===== config.mk =====
export PLATFORM = sky130hd
export DESIGN_NAME = bitwise_op_pipe
export DESIGN_NICKNAME = d
export VERILOG_FILES = /design/src/rtl/bitwise_op_pipe.sv
export SDC_FILE = /design/constraint.sdc
export NUM_CORES = 1
export LEC_CHECK = 0
export BUFFER_PORTS_ARGS = -buffer_cell sky130_fd_sc_hd__buf_2
export CAP_MARGIN = 20
export CORE_MARGIN = 4
export CORE_UTILIZATION = 45
export DETAILED_ROUTE_END_ITERATION = 10
export PLACE_DENSITY = 0.76
export SETUP_SLACK_MARGIN = 0.5
export SYNTH_ARGS = -nofsm -noshare
export SYNTH_HDL_FRONTEND = slang
export SYNTH_SLANG_ARGS = --single-unit

===== constraint.sdc =====
create_clock -name clk -period 1.2 [get_ports clk]
set_input_delay 0.18 -clock clk [delete_from_list [all_inputs] [get_ports clk]]
set_output_delay 0.18 -clock clk [all_outputs]
set_load 0.03 [all_outputs]

===== src/rtl/bitwise_op_pipe.sv =====
// Bitwise XOR/XNOR/AND/OR with a combinational tap and a DEPTH-stage valid/ready pipeline.
// Define BITWISE_OP_PIPE_ACCUM_EN to build the XOR accumulator on accepted output beats.
module bitwise_op_pipe #(
  parameter int unsigned WIDTH = 8,
  parameter int unsigned DEPTH = 2
) (
  input  logic             clk,
  input  logic             resetn,
  input  logic [WIDTH-1:0] a,
  input  logic [WIDTH-1:0] b,
  input  logic [1:0]       op,
  input  logic             in_valid,
  output logic             in_ready,
  output logic [WIDTH-1:0] out_comb,
  output logic [WIDTH-1:0] out_data,
  output logic             out_valid,
  input  logic             out_ready,
  input  logic             acc_clr,
  output logic [WIDTH-1:0] acc_out
);

  typedef enum logic [1:0] {
    OP_XOR  = 2'b00,
    OP_XNOR = 2'b01,
    OP_AND  = 2'b10,
    OP_OR   = 2'b11
  } op_e;

  logic [WIDTH-1:0] w_comb;
  logic             w_advance;
  logic             w_accept_in;
  logic [DEPTH-1:0] r_vld;
  logic [WIDTH-1:0] r_dat [DEPTH];

  always_comb begin
    w_comb = '0;
    case (op_e'(op))
      OP_XOR:  w_comb = a ^ b;
      OP_XNOR: w_comb = ~(a ^ b);
      OP_AND:  w_comb = a & b;
      OP_OR:   w_comb = a | b;
      default: w_comb = '0;
    endcase
  end

  assign out_comb    = w_comb;
  assign out_valid   = r_vld[DEPTH-1];
  assign out_data    = r_dat[DEPTH-1];
  // Whole pipe moves as one shift register; bubbles are kept, never collapsed.
  assign w_advance   = !r_vld[DEPTH-1] || out_ready;
  assign in_ready    = w_advance;
  assign w_accept_in = in_valid && w_advance;

  always_ff @(posedge clk or negedge resetn) begin
    if (!resetn) begin
      r_vld <= '0;
      for (int unsigned i = 0; i < DEPTH; i++) begin
        r_dat[i] <= '0;
      end
    end else if (w_advance) begin
      r_vld[0] <= w_accept_in;
      r_dat[0] <= w_accept_in ? w_comb : '0;
      for (int unsigned i = 1; i < DEPTH; i++) begin
        r_vld[i] <= r_vld[i-1];
        r_dat[i] <= r_dat[i-1];
      end
    end
  end

`ifdef BITWISE_OP_PIPE_ACCUM_EN
  logic             w_accept_out;
  logic [WIDTH-1:0] r_acc;

  assign w_accept_out = r_vld[DEPTH-1] && out_ready;

  // Clear and accept together: the cleared value is folded with this beat.
  always_ff @(posedge clk or negedge resetn) begin
    if (!resetn) begin
      r_acc <= '0;
    end else if (w_accept_out) begin
      r_acc <= (acc_clr ? '0 : r_acc) ^ r_dat[DEPTH-1];
    end else if (acc_clr) begin
      r_acc <= '0;
    end
  end

  assign acc_out = r_acc;
`else
  logic w_unused_acc_clr;

  assign w_unused_acc_clr = acc_clr;
  assign acc_out          = '0;
`endif

endmodule


==> impl_metrics.ini <==
[routing]
firstDrtPassIters = 4
viasPerCell = 4.81
antenna_left = 0
initialDrtViolationCount = 39
vias = 1367
wirelength_microns = 5080
wl_per_cell_microns = 17.9
drc_errors = 0

[final_layout]
diodes = 0
final_common_cell = buf_4
syn2layout_area_growth_pct = 95.3
final_cell_mix = buf_4 (44), buf_6 (27), dfrtp_1 (17)
utilization = 0.913
instances_no_fill = 284
drive_gt1_frac = 0.746
layout.nets = 280

[floorplan]
core_area_sq_mm = 0.00305
fp.dieW_microns = 64.3
dieArea_sq_mm = 0.00414
row_count = 20
start_util = 0.468
fp.dieH_microns = 64.3
ioPinCount = 49

[timing]
hold_viol = 0
fin_crit_sh = 1.09
period_minus_slack_ns = 1.31
drv_slew = 0
rsz0062_at_grt = true
layout_setup_ws_ns = -0.108
setup_viol = 13
fmax_mhz = 765
holdWs_ns = 0.255
clock_skew_ns = 0.00603

[place]
dp_slack_ns = -0.157
globalplace.congestion = 0.749
port_buffers = 39
hpwlAfterDp_microns = 2470
place_inst = 245

[worst_setup_path]
worstSetupPathType = input port to output port
r2r-end = r_dat[12]$_DFFE_PN0N_
crit_required_ns = 1.02
startpoint = b[7]
crit_arrival_ns = 1.13
r2r_slack_ns = -0.02
cp_max_fo = 2
regToRegStartpoint = r_vld[1]$_DFFE_PN0N_
critPathLaunchType = input port
end_kind = output port
reg2reg_depth = 4

[clocking]
htreeDepth = 1
path_clk_slew_ns = 0.10
insertion_delay_ns = 0.28
tritoncts = done
clock_path_buffers = 2
clockRootBuffer = clkbuf_4
clkSinkCount = 18
cts-buffers-inserted = 3

[pwr]
max-vdd-ir-drop_uv = 477
p_leak_nw = 1.28
power_density_mw_per_mm2 = 923
total_power_mw = 2.57

[yosys]
yosys.cell_types.count = 19
syn-cell-area_sq_mm = 0.00143
yosysSeqAreaShare = 0.316
syn_area_per_cell_sq_um = 9.09
syn-instance-count = 157
synth_warnings = 0
ys_ff_latch = 18

[min_path]
hold_end = r_vld[0]$_DFFE_PN0N_
hold_class = input port to flip-flop
hold_path_depth = 3
hold_start = in_valid

[global_route]
grt_start_max_net_pins = 25
gr-usage-all-layers = 0.210
grt_overflow_total = 0
grt_pass1_wl_microns = 6720
antenna_found_initial = 0
grt_pass1_vias = 1433

[flow_run]
timing.max_cap.violations = 0

[run_status]
violations = setup timing
status = finished, violations left
sequential cells by signal, indices dropped and copies added, names as in the netlist:
| name | flops |
|---|---|
| r_vld | 2 |
| r_dat | 8 |
| out_data | 8 |
cells in the mapped netlist:
library cell / count / area, sq um
mux2_1: 3 / 33.8
buf_6: 3 / 33.8
o21ai_1: 6 / 30.0
nor2_1: 16 / 60.1
nand2b_1: 1 / 6.26
nor2b_1: 1 / 6.26
dfrtp_1: 18 / 450
or2_1: 8 / 50.1
o32ai_2: 5 / 81.3
conb_1: 1 / 3.75
ha_1: 16 / 200
inv_1: 23 / 86.3
buf_4: 18 / 135
o31ai_2: 3 / 37.5
inv_2: 1 / 3.75
buf_2: 1 / 5.00
a21oi_2: 8 / 70.1
nand2_1: 17 / 63.8
xor2_1: 8 / 70.1
final cells by class:
cell class              instances  area [sq um]
clock buffers                   4          26.3
fillers                       123           265
flip-flops and latches         18           452
repair buffers                 93           925
multi-input cells             101          1130
inverters                      24           196
well taps                      44          55.1
worst max-delay path by stage:
| stage | to | slack (ns) | cells after the start |
|---|---|---|---|
| global placement | out_comb[3] | -0.13 | 6 |
| global route | out_comb[7] | -0.15 | 7 |
| floorplan | r_dat[11]$_DFFE_PN0N_ | -0.05 | 5 |
| finish | out_comb[7] | -0.11 | 7 |
| CTS | out_comb[6] | -0.04 | 6 |
| detailed placement | out_comb[3] | -0.16 | 6 |
per-layer routing:
layer / vias to the layer above / global-route usage / routed length (microns)
met1: 655 / 0.220 / 1830
met2: 59 / 0.394 / 2880
met5: - / 0 / 0
met4: 0 / 0.116 / 191
met3: 18 / 0.0299 / 182
li1: 635 / - / -
per-stage QoR:
stage,setup TNS [ns],instance area (sq um)
after floorplan,-0.341,1760
after global placement,-1.62,1980
after detailed placement,-2.07,1980
after CTS,-0.273,2630
after global routing,-1.19,2790
final,-0.681,2790
repair_timing:
action	4_1_cts	5_1_grt
buffers inserted	25	8
hold endpoints to repair	18	0
pin swaps	42	10
endpoints found under the setup margin	36	36
hold buffers	1	0
gates resized for setup	112	22
gates cloned	1	0
power breakdown:
part / internal, mW / switching [mW] / leakage, nW / total (mW)
logic: 0.739 / 0.766 / 1.03 / 1.50
clock network: 0.129 / 0.168 / 0.0150 / 0.297
registers: 0.705 / 0.0670 / 0.228 / 0.772
critical path, cell delays in order:
cell    delay (ns)
buf_8         0.09
inv_6         0.03
ha_4          0.25
xor2_1        0.21
nor2_2        0.10
nor2_4        0.12
buf_6         0.14
logic make-up (layout without fill, tap and decap cells):
| kind of cell | Yosys count | count (layout) | synth area share |
|---|---|---|---|
| xor+xnor | 8 | 8 | 0.0491 |
| other cells | 1 | 8 | 0.00263 |
| mux | 3 | 3 | 0.0237 |
| fa+ha+maj | 16 | 16 | 0.140 |
| simple gates | 43 | 44 | 0.131 |
| flops | 18 | 18 | 0.316 |
| compound gates | 22 | 22 | 0.153 |
| buf+inv | 46 | 121 | 0.185 |
No activity file was read; power rests on OpenSTA's default activity.
